===== src/rtl/cpu_sequencer.sv =====
// Multi-cycle instruction sequencer: fetches 32-bit instructions, evaluates the
// condition field against NZCV, drives an external combinational ALU and a
// data-memory handshake, and writes results back to a 16-entry register file.
module cpu_sequencer #(
  parameter int unsigned DATA_W      = 32,
  parameter int unsigned ADDR_W      = 16,
  parameter int unsigned PC_W        = 8,
  parameter int unsigned ACK_TIMEOUT = 255
) (
  input  logic              clk,
  input  logic              rst_n,
  input  logic              start,
  output logic              imem_req,
  output logic [PC_W-1:0]   imem_addr,
  input  logic              imem_ack,
  input  logic [31:0]       imem_rdata,
  output logic              dmem_req,
  output logic              dmem_we,
  output logic [ADDR_W-1:0] dmem_addr,
  output logic [DATA_W-1:0] dmem_wdata,
  input  logic              dmem_ack,
  input  logic [DATA_W-1:0] dmem_rdata,
  output logic [DATA_W-1:0] alu_a,
  output logic [DATA_W-1:0] alu_b,
  output logic [3:0]        alu_opcode,
  output logic [4:0]        alu_shift,
  output logic [15:0]       alu_imm,
  input  logic [DATA_W-1:0] alu_result,
  input  logic [3:0]        alu_flags,
  output logic [PC_W-1:0]   pc,
  output logic [2:0]        state,
  output logic [3:0]        flags,
  output logic              halted,
  output logic              err
);

  typedef enum logic [2:0] {
    StIdle   = 3'd0,
    StFetch  = 3'd1,
    StDecode = 3'd2,
    StExec   = 3'd3,
    StMem    = 3'd4,
    StWb     = 3'd5,
    StHalt   = 3'd6,
    StErr    = 3'd7
  } state_e;

  localparam int unsigned WAIT_W = $clog2(ACK_TIMEOUT + 1);
  // Last wait count before a missing ack becomes an error.
  localparam logic [WAIT_W-1:0] WAIT_LAST = WAIT_W'(ACK_TIMEOUT - 1);

  state_e              state_q, state_d;
  logic [PC_W-1:0]     pc_q, pc_d;
  logic [31:0]         ir_q, ir_d;
  logic [3:0]          flags_q, flags_d;
  logic [DATA_W-1:0]   mdr_q, mdr_d;
  logic [WAIT_W-1:0]   wait_q, wait_d;
  logic [DATA_W-1:0]   rf_q [16];
  logic                rf_we;
  logic [DATA_W-1:0]   rf_wdata;
  logic                cond_pass;

  // Instruction fields
  logic [3:0] ir_cond, ir_op, ir_rd, ir_rs2, ir_rs1;
  logic       ir_s;
  logic       is_load, is_store, is_mem;
  assign ir_cond  = ir_q[31:28];
  assign ir_op    = ir_q[27:24];
  assign ir_s     = ir_q[23];
  assign ir_rd    = ir_q[22:19];
  assign ir_rs2   = ir_q[18:15];
  assign ir_rs1   = ir_q[14:11];
  assign is_load  = (ir_op == 4'h8);
  assign is_store = (ir_op == 4'h9);
  assign is_mem   = is_load | is_store;

  // Bits [2:0] carry no field.
  logic ir_unused;
  assign ir_unused = ^ir_q[2:0];

  // ALU operands always reflect the current IR and register file.
  assign alu_a      = rf_q[ir_rs1];
  assign alu_b      = rf_q[ir_rs2];
  assign alu_opcode = ir_op;
  assign alu_shift  = ir_q[10:6];
  assign alu_imm    = ir_q[18:3];

  assign imem_req   = (state_q == StFetch);
  assign imem_addr  = pc_q;
  assign dmem_req   = (state_q == StMem);
  assign dmem_we    = (state_q == StMem) && is_store;
  assign dmem_addr  = rf_q[ir_rs1][ADDR_W-1:0];
  assign dmem_wdata = rf_q[ir_rd];

  assign pc     = pc_q;
  assign state  = state_q;
  assign flags  = flags_q;
  assign halted = (state_q == StHalt);
  assign err    = (state_q == StErr);

  // Condition code check against NZCV = flags_q[3:0].
  always_comb begin
    logic n, z, c, v;
    {n, z, c, v} = flags_q;
    cond_pass = 1'b0;
    case (ir_cond)
      4'h0:    cond_pass = z;
      4'h1:    cond_pass = !z;
      4'h2:    cond_pass = c;
      4'h3:    cond_pass = !c;
      4'h4:    cond_pass = n;
      4'h5:    cond_pass = !n;
      4'h6:    cond_pass = v;
      4'h7:    cond_pass = !v;
      4'h8:    cond_pass = c && !z;
      4'h9:    cond_pass = !c || z;
      4'hA:    cond_pass = (n == v);
      4'hB:    cond_pass = (n != v);
      4'hC:    cond_pass = !z && (n == v);
      4'hD:    cond_pass = z || (n != v);
      4'hE:    cond_pass = 1'b1;
      default: cond_pass = 1'b0;
    endcase
  end

  // Next-state, architectural updates and register-file write request.
  always_comb begin
    state_d  = state_q;
    pc_d     = pc_q;
    ir_d     = ir_q;
    flags_d  = flags_q;
    mdr_d    = mdr_q;
    wait_d   = '0;
    rf_we    = 1'b0;
    rf_wdata = alu_result;
    unique case (state_q)
      StIdle: begin
        if (start) begin
          state_d = StFetch;
          pc_d    = '0;
        end
      end
      StFetch: begin
        if (imem_ack) begin
          ir_d    = imem_rdata;
          state_d = StDecode;
        end else if (wait_q == WAIT_LAST) begin
          state_d = StErr;
        end else begin
          wait_d = wait_q + WAIT_W'(1);
        end
      end
      StDecode: begin
        if (ir_op == 4'hF) begin
          state_d = StHalt;
        end else if (!cond_pass) begin
          pc_d    = pc_q + PC_W'(1);
          state_d = StFetch;
        end else begin
          state_d = StExec;
        end
      end
      StExec: state_d = is_mem ? StMem : StWb;
      StMem: begin
        if (dmem_ack) begin
          if (is_load) mdr_d = dmem_rdata;
          state_d = StWb;
        end else if (wait_q == WAIT_LAST) begin
          state_d = StErr;
        end else begin
          wait_d = wait_q + WAIT_W'(1);
        end
      end
      StWb: begin
        if (!is_store) begin
          rf_we    = 1'b1;
          rf_wdata = is_load ? mdr_q : alu_result;
        end
        if (ir_s && !is_mem) flags_d = alu_flags;
        pc_d    = pc_q + PC_W'(1);
        state_d = StFetch;
      end
      default: ; // StHalt and StErr hold until reset
    endcase
  end

  // Sequencer state registers.
  always_ff @(posedge clk or negedge rst_n) begin
    if (!rst_n) begin
      state_q <= StIdle;
      pc_q    <= '0;
      ir_q    <= '0;
      flags_q <= '0;
      mdr_q   <= '0;
      wait_q  <= '0;
    end else begin
      state_q <= state_d;
      pc_q    <= pc_d;
      ir_q    <= ir_d;
      flags_q <= flags_d;
      mdr_q   <= mdr_d;
      wait_q  <= wait_d;
    end
  end

  // Register file; reads see the pre-write value during a write cycle.
  always_ff @(posedge clk or negedge rst_n) begin
    if (!rst_n) begin
      for (int i = 0; i < 16; i++) rf_q[i] <= '0;
    end else if (rf_we) begin
      rf_q[ir_rd] <= rf_wdata;
    end
  end

endmodule

===== config.mk =====
export PLATFORM = sky130hd
export DESIGN_NAME = cpu_sequencer
export DESIGN_NICKNAME = d
export VERILOG_FILES = /design/src/rtl/cpu_sequencer.sv
export SDC_FILE = /design/constraint.sdc
export NUM_CORES = 1
export LEC_CHECK = 0
export BUFFER_PORTS_ARGS = -buffer_cell sky130_fd_sc_hd__buf_2
export CORE_UTILIZATION = 45
export CTS_CLUSTER_SIZE = 14
export DETAILED_ROUTE_END_ITERATION = 8
export SLEW_MARGIN = 20
export SYNTH_ARGS = -nofsm -noshare
export SYNTH_HDL_FRONTEND = slang
export SYNTH_SLANG_ARGS = --single-unit

===== constraint.sdc =====
create_clock -name clk -period 4.89 [get_ports clk]
set_input_delay 0 -clock clk [delete_from_list [all_inputs] [get_ports clk]]
set_output_delay 0 -clock clk [all_outputs]
set_load 0.02 [all_outputs]

---- Word-level counts from Yosys, hierarchy flattened ----
Cells that the tools add are included.
cells by class
  $add $sub $neg .......................... 2
  $mul .................................... 0
  div/mod/pow operators ................... 0
  magnitude comparators ................... 4
  eq/ne operators ......................... 30
  shifts and indexed selects .............. 0
  mux-type cells .......................... 34
  bitwise logic cells ..................... 4
  reduce and logical (&&, ||, !) cells .... 21
operator list
  kind                 number
  $bwmux 512           1
  $bmux 32 s4          3
  $mux 32              10
  $demux 32 s4         1
  $mux 8               6
  $eq 4x4->1 const B   10
  $pmux 8 s3           1
  $pmux 3 s6           1
  $add 8x1->8 const B  2
  $eq 4x3->1 const B   4
  $pmux 8 s2           1
  $ge 5x5->1 const B   3
  $mux 3               5
  $not 4->5            3
  $pmux 1 s15          1
  $eq 3x3->1 const B   4
  $eq 4x2->1 const B   2
  $eq 8x8->1 const B   1
  $eq 3x2->1 const B   2
  $ne 2x2->1 const B   3
  $reduce_and 2->1     3
  $reduce_bool 6->1    1
  $logic_and 1x1->1    5
  $logic_not 1->1      5
  14 further kinds     17
word-level totals
  flip-flop bits (word level) ............. 599
  bits in latches ......................... 0
  bits in writable memories ............... 0
  ROM bits ................................ 0
  input port bits ......................... 105
  output and inout port bits .............. 165
  logic and storage cells ................. 117
  memories kept ........................... 0

---- Logic depth before layout (Yosys ltp) ----
  depth after elaboration ................. 6
  gate-level depth with buffers ........... 9

---- Worst setup path before layout ----
OpenSTA, ideal clock, no wires.
  kind .................................... reg2out
  from .................................... register ir_q[11]
  to ...................................... output dmem_addr[10]
  arrival ................................. 2.359 ns
  slack ................................... 2.531 ns
  cell stages (with the launch flop) ...... 6
  path through ............................ dfrtp_1 -> buf_2 -> buf_1 -> mux4_2 -> mux4_2 -> buf_4
on the way
  cells in the longest elaborated chain, start to end .. 4
ends and longest elaborated chain
  element                                      line  text
  start, declared                              54    logic [31:0] ir_q, ir_d;
  start signal, assigned                       199   ir_q <= ir_d;
  $not 4->5                                    -
  $bmux 32 s4                                  -
  $mux 32 (not written as such) (2 in series)  92    assign dmem_addr = rf_q[ir_rs1][ADDR_W-1:0];
  end, declared                                19    output logic [ADDR_W-1:0] dmem_addr,
Every way passes these cells. The select of a mux whose other input is x is not followed.

---- Worst setup path in the final report ----
  from .................................... register ir_q[19]
  to ...................................... output dmem_wdata[3]
on the way
  cells in the longest elaborated chain, start to end .. 4
ends and longest elaborated chain
  element                                      line  text
  $not 4->5 (not written as such)              93    assign dmem_wdata = rf_q[ir_rd];
  $bmux 32 s4                                  93
  $mux 32 (not written as such) (2 in series)  93
  end, declared                                20    output logic [DATA_W-1:0] dmem_wdata,
Every way passes these cells. The select of a mux whose other input is x is not followed.

==> impl_results.md <==
* RSZ-0062 raised after global routing: false
* Hold WS at 0.0414 ns
* Inst Count DP at 3668
* Layout cell share with drive strength beyond 1 at 0.355
* Gr ovfl total at 0
* Crit Path Category: reg2out
* Worst hold path type: in2async
* Synth Area in Adders at 0.00111
* Vias at 24.3k
* Clk pin slew, worst setup/hold paths at 0.06 ns
* Clock Sinks at 596
* Asr flop ratio synth at 1.00
* Mux cell area share after synthesis at 0.352
* Worst-path maximum fanout at 44
* Yosys warns at 0
* Maximum VDD drop at 0.000214 V
* Synth top cells by count: 596 x dfrtp_1, 480 x mux4_2, 343 x nand2_1, 286 x o21ai_0, 219 x nor2_1
* Fmax at 267 MHz
* Synth Area in Compound Gates at 0.0832
* Wire length per cell at 25.9 um
* Area growth syn-to-layout at 15.8%
* Nets at 2980
* Syn Nets at 2789
* Period utilization at 0.766
* Row cnt at 100
* Util after Layout at 0.526
* Die Ht at 276 um
* Power density over the cells at 276 nW/um2
* Number of global-route vias before repair at 25.0k
* Clock buffer depth at 3
* Sum Neg Setup Slack at 0 ns
* Critical path endpoint category: output pin
* Main combinational cell family by area after synthesis: multiplexers
* Placeable Area at 74300 um2
* Xor-xnor portion of the synthesized cell area at 0.00233
* Initial core utilization at 0.454
* Worst R2R Setup Slack at 1.56 ns
* GRT Total Usage at 0.271
* Cell count after synthesis at 2681
* FF+latch count, synth at 596
* MaxCap Viol Count at 0
* PortBufs at 266
* Placed Area at 35600 um2
* Final count of pins violating max slew at 0
* Design Area, Final at 39100 um2
* Critical path required time at 4.89 ns
* Yosys top cell by area: dfrtp_1
* EDFF count, synth at 0
* Final Critical Period at 3.75 ns
* CTS tree: built
* Full die area at 76100 um2
* Predominant post-synthesis flop cell: dfrtp_1
* Simple-gate portion of the synthesized area at 0.0751
* Top-count cell post-synth: dfrtp_1
* Max_slew headroom at 0.281
* Outcome: complete, no violations
* Share of the synthesized area in the top cell type at 0.442
* DIE WIDTH at 276 um
* Sequential area share after synthesis at 0.442
* Worst Path Arrival at 3.75 ns
* PostCTS Resize Cnt at 0
* Setup violators final at 0
* Root buf cell: clkbuf_16
* Finished Layout Cells at 3893
* I/O Pins at 270
* Yosys cell types at 50
* Least-Margin Pin Slew at 1.06 ns
* Post-CTS setup buffer count at 0
* # fillers at 6366
* WL final at 101 mm
* Leakage at 0.0141 uW
* Clock latency on the worst-skew pair at 0.62 ns
* Final Skew at 0.0313 ns
* Ant diodes at 0
* CTS Buf Count at 69
* Vias per inst at 6.25
* Synthesized area per cell at 12.6 um2
* Worst setup SP type: flip-flop
* Final Hold Violating Endpoints at 0
* Final ANT Viol Nets at 0
* DRC Markers at 0
* Post-Syn Area at 33800 um2
* DR iter-0 viols at 2390
* Routability Congestion at 0.797
* Largest net degree at the start of global routing at 136
* DP Wirelength at 59.6 mm
* Synth top area cells: dfrtp_1 44%, mux4_2 32%, o21ai_0 4.2%
* Initial antenna violation count at 0
* First-pass DRT Iterations at 6
* First-pass GRT wire length at 154 mm
* H-tree Lvls at 3
area by class of cell:
| class | instances | area [um2] | share of cell area |
|---|---|---|---|
| well taps | 969 | 1210 | 0.0310 |
| repair buffers | 433 | 3010 | 0.0770 |
| clock buffers | 94 | 2000 | 0.0513 |
| clock inverters | 29 | 432 | 0.0110 |
| inverters | 7 | 26.3 | 0.000672 |
| flip-flops and latches | 596 | 14900 | 0.382 |
| multi-input cells | 1765 | 17500 | 0.447 |
per-layer routing:
layer | track usage | vias up | share of wire | routed length [um]
met5 | 0 | - | 0 | 0
li1 | - | 10440 | - | -
met2 | 0.437 | 1101 | 0.49 | 49400
met3 | 0.0465 | 202 | 0.078 | 7900
met4 | 0.101 | 0 | 0.033 | 3320
met1 | 0.371 | 12590 | 0.40 | 40200
kinds of logic after synthesis:
| logic type | Yosys count |
|---|---|
| AND/OR/NAND/NOR | 626 |
| flip-flops | 596 |
| multiplexers | 578 |
| AO/OA/AOI/OAI | 549 |
| buffers and inverters | 320 |
| XOR/XNOR | 9 |
| adder cells (fa/ha/maj) | 3 |
flip-flops by register name, indices dropped and copies added (netlist names):
name       count
state          3
imem_addr      8
rf_q         512
flags          4
mdr_q         32
wait_q         8
ir_q          29
layout by cell type (no fill, tap or decap), types with 9 or more instances in the layout:
cell type / count
dfrtp_1: 584
mux4_2: 480
nand2_1: 340
o21ai_0: 286
buf_2: 265
nor2_1: 217
a21oi_1: 203
dlygate4sd3_1: 102
clkbuf_16: 72
mux2_2: 64
buf_4: 52
o21ai_1: 39
mux2i_2: 18
mux2i_1: 15
buf_12: 13
clkbuf_8: 12
nand3_1: 10
clkbuf_1: 10
bufinv_16: 10
clkinv_2: 10
and3_1: 9
critical path, stage by stage, from the launching register on:
cell     delay, ns
dfrtp_4       1.00
buf_4         0.69
mux4_2        0.59
mux4_2        0.56
buf_2         0.20
where the power goes:
| part | internal, uW | switching [uW] |
|---|---|---|
| clock network | 3410 | 2150 |
| registers | 4930 | 0 |
| logic | 106 | 191 |
final timing paths:
path	from	end	cells after the start
min reg2reg	mdr_q[31]$_DFFE_PN0P_	mdr_q[31]$_DFFE_PN0P_	1
max	ir_q[19]$_DFFE_PN0P_	dmem_wdata[3]	4
max in group asynchronous	rst_n	rf_q[298]$_DFFE_PN0P_	3
max reg2reg	state[1]$_DFFE_PN0P_	rf_q[210]$_DFFE_PN0P_	7
min in group clk	dmem_rdata[26]	mdr_q[26]$_DFFE_PN0P_	3
min	rst_n	imem_addr[5]$_DFFE_PN0P_	2
stage by stage:
| stage | total power [uW] | worst slack (ns) |
|---|---|---|
| final | 10800 | 1.14 |
| after global routing | 11100 | 0.947 |
| after CTS | 10900 | 1.06 |
| after detailed placement | 5260 | 1.53 |
| after global placement | 5250 | 1.58 |
| after floorplan | 5080 | 2.53 |
what timing repair did:
action | 4_1_cts | 5_1_grt
hold endpoints to repair | 507 | 131
hold buffers | 92 | 10
endpoints found under the setup margin | 0 | 0
(Power assumes the default switching activity.)
